<file path="config.mk">
export PLATFORM = sky130hd
export DESIGN_NAME = mac_rx_bank_scheduler
export DESIGN_NICKNAME = d
export VERILOG_FILES = /design/src/rtl/mac_rx_bank_scheduler.sv
export SDC_FILE = /design/constraint.sdc
export NUM_CORES = 1
export LEC_CHECK = 0
export CAP_MARGIN = 20
export CORE_MARGIN = 3
export CORE_UTILIZATION = 56
export CTS_BUF_LIST = sky130_fd_sc_hd__clkbuf_8
export DETAILED_ROUTE_END_ITERATION = 16
export PLACE_DENSITY = 0.95
export RECOVER_POWER = 100
export SYNTH_ARGS = -nofsm -noshare
export SYNTH_HDL_FRONTEND = slang
export SYNTH_SLANG_ARGS = --single-unit
</file>
<file path="constraint.sdc">
create_clock -name mac_clk_i -period 5.22 [get_ports mac_clk_i]
set_input_delay 0.783 -clock mac_clk_i [delete_from_list [all_inputs] [get_ports mac_clk_i]]
set_output_delay 0.783 -clock mac_clk_i [all_outputs]
set_load 0.02 [all_outputs]
</file>
<file path="src/rtl/mac_rx_bank_scheduler.sv">
// MAC receive sequencer for a two-bank (ping-pong) packet buffer.
// Owns request handshake, bank allocation, write addressing, truncation and packet counting.
module mac_rx_bank_scheduler #(
    parameter int _ben_w_mac  = 2,
    parameter int _addr_w_mem = 9
) (
    input  logic                   mac_clk_i,
    input  logic                   mac_rst_i,
    input  logic                   mac_rxda_i,
    input  logic                   mac_rxsop_i,
    input  logic                   mac_rxeop_i,
    input  logic                   mac_rxdv_i,
    input  logic [_ben_w_mac-1:0]  mac_ben_i,
    output logic                   mac_rxrqrd_o,
    output logic                   mem_we_o,
    output logic                   mem_bank_o,
    output logic [_addr_w_mem-1:0] mem_addr_o,
    output logic [_ben_w_mac-1:0]  mem_ben_o,
    output logic [1:0]             bank_full_o,
    output logic [1:0]             bank_trunc_o,
    output logic [_addr_w_mem:0]   bank0_len_o,
    output logic [_addr_w_mem:0]   bank1_len_o,
    input  logic [1:0]             bank_release_i,
    output logic [31:0]            pkt_count_o
);

    localparam logic [_addr_w_mem:0] DEPTH = {1'b1, {_addr_w_mem{1'b0}}};
    localparam logic [_addr_w_mem:0] ONE   = {{_addr_w_mem{1'b0}}, 1'b1};

    typedef enum logic [0:0] {
        S_IDLE = 1'b0,
        S_WR   = 1'b1
    } state_t;

    state_t                 state_r;
    state_t                 state_s;
    logic                   last_bank_r;
    logic                   active_bank_r;
    logic                   wait_sop_r;
    logic                   trunc_cur_r;
    logic [_addr_w_mem:0]   cnt_r;
    logic                   rqrd_r;
    logic                   mem_we_r;
    logic                   mem_bank_r;
    logic [_addr_w_mem-1:0] mem_addr_r;
    logic [_ben_w_mac-1:0]  mem_ben_r;
    logic [1:0]             bank_full_r;
    logic [1:0]             bank_trunc_r;
    logic [_addr_w_mem:0]   bank0_len_r;
    logic [_addr_w_mem:0]   bank1_len_r;
    logic [31:0]            pkt_count_r;

    logic                   sel_bank_s;
    logic                   start_s;
    logic                   accept_s;
    logic                   sop_s;
    logic                   at_cap_s;
    logic                   wr_s;
    logic                   trunc_set_s;
    logic                   close_s;
    logic                   trunc_s;
    logic [_addr_w_mem:0]   len_s;
    logic [_addr_w_mem-1:0] addr_s;

    // State register.
    always_ff @(posedge mac_clk_i) begin
        if (mac_rst_i) begin
            state_r <= S_IDLE;
        end else begin
            state_r <= state_s;
        end
    end

    // Next-state logic.
    always_comb begin
        state_s = state_r;
        case (state_r)
            S_IDLE:  state_s = start_s ? S_WR : S_IDLE;
            S_WR:    state_s = close_s ? S_IDLE : S_WR;
            default: state_s = S_IDLE;
        endcase
    end

    // Decode of the current cycle: bank choice, word acceptance, write and close.
    always_comb begin
        sel_bank_s  = bank_full_r[~last_bank_r] ? last_bank_r : ~last_bank_r;
        start_s     = (state_r == S_IDLE) && mac_rxda_i && !(&bank_full_r);
        accept_s    = (state_r == S_WR) && mac_rxdv_i;
        sop_s       = accept_s && mac_rxsop_i;
        at_cap_s    = (cnt_r == DEPTH);
        // Words seen while hunting for sop are dropped, eop included.
        wr_s        = sop_s || (accept_s && !wait_sop_r && !at_cap_s);
        trunc_set_s = accept_s && !mac_rxsop_i && !wait_sop_r && at_cap_s;
        close_s     = accept_s && mac_rxeop_i && (mac_rxsop_i || !wait_sop_r);
        if (sop_s) begin
            trunc_s = 1'b0;
            len_s   = ONE;
            addr_s  = {_addr_w_mem{1'b0}};
        end else begin
            trunc_s = trunc_cur_r | trunc_set_s;
            len_s   = at_cap_s ? DEPTH : (cnt_r + ONE);
            addr_s  = cnt_r[_addr_w_mem-1:0];
        end
    end

    // Request handshake, write port and per-packet bookkeeping.
    always_ff @(posedge mac_clk_i) begin
        if (mac_rst_i) begin
            rqrd_r        <= 1'b0;
            mem_we_r      <= 1'b0;
            mem_bank_r    <= 1'b0;
            mem_addr_r    <= {_addr_w_mem{1'b0}};
            mem_ben_r     <= {_ben_w_mac{1'b0}};
            active_bank_r <= 1'b0;
            wait_sop_r    <= 1'b1;
            trunc_cur_r   <= 1'b0;
            cnt_r         <= {(_addr_w_mem+1){1'b0}};
        end else begin
            if (state_r == S_IDLE) begin
                rqrd_r <= start_s;
            end else begin
                rqrd_r <= close_s ? 1'b0 : mac_rxda_i;
            end
            mem_we_r  <= wr_s;
            mem_ben_r <= mac_ben_i;
            if (wr_s) begin
                mem_addr_r <= addr_s;
                mem_bank_r <= active_bank_r;
                cnt_r      <= sop_s ? ONE : (cnt_r + ONE);
            end else if (start_s) begin
                cnt_r <= {(_addr_w_mem+1){1'b0}};
            end
            if (start_s) begin
                active_bank_r <= sel_bank_s;
                wait_sop_r    <= 1'b1;
                trunc_cur_r   <= 1'b0;
            end else if (sop_s) begin
                wait_sop_r    <= 1'b0;
                trunc_cur_r   <= 1'b0;
            end else if (trunc_set_s) begin
                trunc_cur_r   <= 1'b1;
            end
        end
    end

    // Bank status: release clears, close sets; both may land on different banks together.
    always_ff @(posedge mac_clk_i) begin
        if (mac_rst_i) begin
            bank_full_r  <= 2'b00;
            bank_trunc_r <= 2'b00;
            bank0_len_r  <= {(_addr_w_mem+1){1'b0}};
            bank1_len_r  <= {(_addr_w_mem+1){1'b0}};
            pkt_count_r  <= 32'd0;
            last_bank_r  <= 1'b1;
        end else begin
            if (bank_release_i[0] && bank_full_r[0]) begin
                bank_full_r[0]  <= 1'b0;
                bank_trunc_r[0] <= 1'b0;
                bank0_len_r     <= {(_addr_w_mem+1){1'b0}};
            end
            if (bank_release_i[1] && bank_full_r[1]) begin
                bank_full_r[1]  <= 1'b0;
                bank_trunc_r[1] <= 1'b0;
                bank1_len_r     <= {(_addr_w_mem+1){1'b0}};
            end
            if (close_s) begin
                pkt_count_r <= pkt_count_r + 32'd1;
                last_bank_r <= active_bank_r;
                if (active_bank_r == 1'b0) begin
                    bank_full_r[0]  <= 1'b1;
                    bank_trunc_r[0] <= trunc_s;
                    bank0_len_r     <= len_s;
                end else begin
                    bank_full_r[1]  <= 1'b1;
                    bank_trunc_r[1] <= trunc_s;
                    bank1_len_r     <= len_s;
                end
            end
        end
    end

    assign mac_rxrqrd_o = rqrd_r;
    assign mem_we_o     = mem_we_r;
    assign mem_bank_o   = mem_bank_r;
    assign mem_addr_o   = mem_addr_r;
    assign mem_ben_o    = mem_ben_r;
    assign bank_full_o  = bank_full_r;
    assign bank_trunc_o = bank_trunc_r;
    assign bank0_len_o  = bank0_len_r;
    assign bank1_len_o  = bank1_len_r;
    assign pkt_count_o  = pkt_count_r;

endmodule

</file>
==> metrics.txt, run 1 <==
status finished with violations; failing checks max-capacitance violations, max-slew violations; Least-Margin Pin Slew between 2 and 2.5 ns; Clock Skew between 0.006 and 0.007 ns; final setup fails 0; adder-cell share of the synthesized area around 1.0%; port bufs 79; main combinational cell family by area after synthesis simple AND/OR/NAND/NOR gates; CP Cell Sequence clkbuf_1 -> or2_0 -> nor3_1 -> a221o_1; Slew Limit Fails 57; WP buf/inv 1; # hold bufs at CTS 0; initial antenna violation count 0; gpl congestion about 0.90; highest ir drop seen on vdd slightly above 0.2 mV; core area a little over 6000 um2; Final Power 1.22 mW; share of the synthesized area in the top cell type between 40% and 50%; WL final about 9.1 mm; TritonCTS Buffers 9; Post-DP HPWL about 6.3 mm; number of diodes 0; clock-pin slew on the worst setup and hold paths ~0.08 ns; Pre-antenna DRT Iters 5; Synth cell types 46; Root Driver clkbuf_8; family with the most delay on the worst path buffers and inverters; Cell Pwr Density approximately 260 nW/um2; first-pass GRT wire length 15.0 mm; CP required about 5.5 ns; top-count cell post-synth dfxtp_1; Post-Synth Simple-Gate Area 26.9%; max cap viols 1; Final WS setup 1.77 ns; Worst Path Arrival 3.71 ns; via/cell ratio just under 6; WL per Instance 16.6 um; final hold vios 0; Area growth syn-to-layout 26.8%; WS Path Type in -> reg; #FFs+latches synth 85; r2r setup slk roughly 2.9 ns; nets between 400 and 500; io pins 80; CTS tree yes; synthesized area per cell roughly 9.1 um2; die height 86.6 um; Total GRT Usage 25.1%; Synthesized Nets around 400; placed insts between 500 and 600; DRC Markers 0; worst relative slew slack -64.5%; Starting Density 59.6%; EDFF count, synth 0; top post-synthesis cells by area dfxtp_1 47%, xor2_1 6.0%, nor2_1 4.3%; clock sinks 85; Pleak about 1.8 nW; mux contribution to synthesized area less than 1%; crit path max fanout 56; Post-Syn Area around 3600 um2; Clock Path Buffers 2; Post-CTS Resized 0; TNS Setup 0 ns; CP Capture Type flop; post-CTS setup buffer count 0; HP Class reg -> reg; initial drt markers around 200; Critical Path Max Stage Delay ~1.7 ns; period utilization approximately 66%; ys flop type dfxtp_1; pre-CTS setup slack roughly 2.0 ns; fmax 290 MHz; Cell Count, Final, Fillers Out between 500 and 600; via count 3282; share of layout cells above drive strength 1 roughly 4.4%; Seq/Total Area, Yosys 46.8%; die area between 7000 and 8000 um2; Final Critical Period approximately 3.5 ns; vias in the first global route 3176; Synth top cells by count 85 x dfxtp_1, 42 x nor2_1, 29 x a21oi_1; most area-hungry cell type in the Yosys netlist dfxtp_1; Synth Area in Compound Gates 13.9%; Post-Synth XOR/XNOR Area about 7.5%; post-route ant nets 0; post-synthesis async set-or-reset flop share 0%; Critical Path Slowest Stage Cell clkbuf_1; width of the die 86.6 um; CP Launch Type input pin; Worst-Skew Late Latency 0.36 ns; Max H-tree Level 3; yosys warns 0; row cnt 28; largest net degree at the start of global routing 57; RSZ-0062 raised after global routing false; GR Overflow Total 0; Post-Syn Instances 399
==> metal layers <==
metal / wire (um) / up-vias / global-route usage [%]
met5: 0 / - / 0
met4: 189 / 0 / 10.5
met3: 491 / 20 / 4.75
met2: 4610 / 121 / 43.3
met1: 3830 / 1572 / 30.5
li1: - / 1569 / -
==> tightest hold or removal path, delay by kind of cell, from the launching register on <==
kind               cells  cell delay (ns)
DFF                    1             0.33
AOI/OAI and AO/OA      1             0.06
and+or+nand+nor        1             0.04
==> per-stage QoR <==
step | utilization (%) | area, um2 | hold WS (ns)
floorplan | - | 3640 | 0.437
global placement | 72.4 | 4420 | 0.433
detailed placement | 72.4 | 4420 | 0.449
CTS | 76.1 | 4640 | 0.470
global route | 75.6 | 4610 | 0.479
finish | 75.6 | 4610 | 0.460
==> cells by family (layout without fill, tap and decap cells) <==
group	after synthesis	count (layout)
AO/OA/AOI/OAI	78	78
XOR/XNOR	31	31
adder cells (fa/ha/maj)	3	3
buffers and inverters	27	103
flip-flops	85	85
multiplexers	1	1
AND/OR/NAND/NOR	174	174
==> flip-flops by register name, summed over array words and instances, names as in the netlist, 2 cells and up <==
signal,count
bank_trunc_o,2
bank_full_o,2
pkt_count_o,32
mem_ben_o,2
mem_addr_o,9
cnt_r,10
bank0_len_o,10
bank1_len_o,10
==> worst paths after layout <==
| path | from | end | cells past startpoint |
|---|---|---|---|
| hold / removal | bank1_len_o[7] | bank1_len_o[7] | 2 |
| setup / recovery | mac_rst_i | cnt_r[2] | 4 |
| hold reg to reg | bank1_len_o[7] | bank1_len_o[7] | 2 |
| setup reg to reg | state_r | pkt_count_o[26] | 5 |
==> where the power goes <==
part / switching, mW / internal, mW
registers: 0.00316 / 0.651
clock network: 0.241 / 0.281
logic: 0.0281 / 0.0154
==> area by class of cell <==
cell class,instances,area [um2]
Clock buffer,10,138
Clock inverter,6,87.6
Fill cell,430,1490
Inverter,8,30.0
Multi-Input combinational cell,287,1770
Sequential cell,85,1700
Tap cell,75,93.8
Timing Repair Buffer,79,785
==> placed cells by master, fill, tap and decap left out, types with 10 or more instances in the layout <==
cell type      Yosys  final
a21oi_1           29     29
o21ai_0           18     18
dfxtp_1           85     85
o2bb2ai_1         10     10
nor2_1            42     42
dlygate4sd3_1      0     71
nand3_1           19     20
and2_1            12     11
nand2_1           24     24
clkbuf_8           0     10
nand4_1           22     23
xor2_1            25     25
Power figures use the tool's default switching activity.
==> inputs of run 2 (changes only) <==
--- a/config.mk
+++ b/config.mk
@@ -7,10 +7,10 @@
 export LEC_CHECK = 0
 export CAP_MARGIN = 20
 export CORE_MARGIN = 3
-export CORE_UTILIZATION = 56
+export CORE_UTILIZATION = 52
 export CTS_BUF_LIST = sky130_fd_sc_hd__clkbuf_8
 export DETAILED_ROUTE_END_ITERATION = 16
-export PLACE_DENSITY = 0.95
+export PLACE_DENSITY = 0.94
 export RECOVER_POWER = 100
 export SYNTH_ARGS = -nofsm -noshare
 export SYNTH_HDL_FRONTEND = slang
==> constraint.sdc (replaced) <==
create_clock -name mac_clk_i -period 3.49 [get_ports mac_clk_i]
set_input_delay 0.5235 -clock mac_clk_i [delete_from_list [all_inputs] [get_ports mac_clk_i]]
set_output_delay 0.5235 -clock mac_clk_i [all_outputs]
set_load 0.02 [all_outputs]
==> run 2 against run 1 <==
The flow still finishes with violations (max-capacitance violations, max-slew violations); non-clock buffer count grew 2; via count shrank 1.2%; count of clock-buffer cells in the layout grew 1; total power grew 39%; critical path depth grew 2; die area grew 7.1%; hold slack gained 0.0033 ns; register-to-register slack lost 1.6 ns; critical path type unchanged; largest cell class unchanged; largest power group unchanged.
==> metrics.txt, run 2 (synthesis results as in run 1) <==
Cell Count, Final, Fillers Out 570 (+3.6%); worst relative slew slack -1.74% (+63 points); Comb power frac 3.6% (about the same); clock sinks 85 (unchanged); crit path max fanout 9 (-84%); initial antenna violation count 0 (unchanged); first-pass GRT wire length 14.3 mm (-4.6%); clock-pin slew on the worst setup and hold paths 0.09 ns (about the same); WL final 8.99 mm (-1.4%); highest ir drop seen on vdd 0.254 mV (+23%); Cell Pwr Density 368 nW/um2 (+39%); Post-DP HPWL 6.38 mm (+0.74%); port bufs 79 (unchanged); final hold vios 0 (unchanged); CP Capture Type flop; max reg flops 32 (unchanged); die height 89.6 um (+3.5%); Pre-antenna DRT Iters 5 (unchanged); final hold slack 0.463 ns (+0.00326 ns); Area growth syn-to-layout 26.5%; Post-CTS Resized 0 (unchanged); CP required 3.80 ns (-1.68 ns); io pins 80 (unchanged); max cap viols 1 (unchanged); utilization after layout 70.1% (-5.6 points); Pint 1.29 mW (+36%); Seq pwr share 57.8% (+4.2 points); initial drt markers 254 (+26%); post-CTS setup buffer count 0 (unchanged); share of layout cells above drive strength 1 4.40% (-0.019 points); number of diodes 0 (unchanged); HP Class reg -> reg; core area 6570 um2 (+7.7%); Clock Path Buffers 2 (unchanged); final setup fails 0 (unchanged); placed insts 554 (+3.7%); failing checks max-capacitance violations, max-slew violations; fmax between 300 and 400 MHz; Pleak 1.81 nW (about the same); nets 485 (+0.41%); gpl congestion 0.870 (-2.9%); via count 3242 (-1.2%); die area 8030 um2 (+7.1%); Sw Share 23.7% (+1.4 points); WS Path Type in -> reg; power share of the clock group 38.6% (-4.2 points); number of fillers in the final layout 478 (+11%); status finished with violations; period utilization between 70% and 80%; DRC Markers 0 (unchanged); TNS Setup 0 ns (unchanged); Worst Path Arrival 2.91 ns (-0.80 ns); Max H-tree Level 3 (unchanged); Critical Path Slowest Stage Cell nor3b_1; placed inst area 4450 um2 (+0.85%); CP Launch Type input pin; Least-Margin Pin Slew 1.53 ns (-0.941 ns); Worst-Skew Late Latency 0.36 ns (about the same); Slew Limit Fails 37 (-35%); Critical Path Max Stage Delay 0.92 ns (-0.81 ns); vias in the first global route 3102 (-2.3%); Starting Density 55.4% (-4.3 points); fin area 4600 um2 (-0.19%); commonest non-fill, non-tap cell in the layout dfxtp_1; WL per Instance 15.8 um (-4.8%); row cnt 29 (+3.6%); CTS tree yes; width of the die 89.6 um (+3.5%); Root Driver clkbuf_8; GR Overflow Total 0 (unchanged); Final Critical Period 2.61 ns; Clock Skew 0.0133 ns (+0.00648 ns); largest net degree at the start of global routing 37 (-35%); highest-count cells in the layout ignoring fill and taps 85 x dfxtp_1, 73 x dlygate4sd3_1, 42 x nor2_1; sw power 0.402 mW (+48%); CP Cell Sequence dlygate4sd3_1 -> nand2b_1 -> nand3_1 -> nor2_1 -> nor3b_1 -> a22o_1; RSZ-0062 raised after global routing false; post-route ant nets 0 (unchanged); Total GRT Usage 22.7% (-2.4 points); TritonCTS Buffers 9 (unchanged); # hold bufs at CTS 0 (unchanged); via/cell ratio 5.69 (-4.7%)
-- run 2: cell types whose count changed in the layout (fill, tap and decap cells not counted), sizes merged, moves of 2 or more --
cell           delta
bufinv            -2
clkbuf            +2
clkdlybuf4s50     -2
dlygate4sd3       +2
-- run 2: final timing paths --
kind	cells after the start	from	endpoint	slack (ns)
setup / recovery	6	mac_rxsop_i	bank0_len_o[0]	0.88
hold / removal	2	mem_bank_o	mem_bank_o	0.46
setup reg to reg	5	cnt_r[0]	cnt_r[2]	1.23
hold reg to reg	2	mem_bank_o	mem_bank_o	0.46
-- run 2: final cells by class --
| class | count | area (um2) | share of cell area, % |
|---|---|---|---|
| multi-input cells | 287 | 1770 | 38.5 |
| flip-flops and latches | 85 | 1700 | 37.0 |
| repair buffers | 81 | 796 | 17.3 |
| clock buffers | 11 | 151 | 3.29 |
| well taps | 93 | 116 | 2.53 |
| clock inverters | 5 | 35.0 | 0.761 |
| inverters | 8 | 30.0 | 0.653 |
-- run 2: critical path, delay by kind of cell --
family                 cells  cell delay, ns
buffers and inverters      1            0.62
AND/OR/NAND/NOR            4            1.50
AO/OA/AOI/OAI              1            0.26
-- run 2: stage by stage --
step | setup WS [ns] | power, mW
floorplan | 1.69 | 1.04
CTS | 1.28 | 1.71
detailed placement | 0.929 | 1.07
finish | 0.881 | 1.69
global placement | 1.02 | 1.07
global route | 0.758 | 1.75
-- run 2: power groups by stage --
stage / clock (mW) / combinational [mW] / sequential [mW]
after floorplan: 0 / 0.0364 / 1.00
final: 0.655 / 0.0611 / 0.979
after detailed placement: 0 / 0.0664 / 1.00
after global routing: 0.701 / 0.0669 / 0.980
after CTS: 0.661 / 0.0665 / 0.979
after global placement: 0 / 0.0648 / 1.00
-- run 2: routing by layer --
layer / GRT usage, % / vias up / wire length (um)
li1: - / 1565 / -
met1: 28.0 / 1547 / 3870
met2: 38.6 / 116 / 4520
met3: 5.66 / 14 / 462
met4: 7.85 / 0 / 144
met5: 0 / - / 0
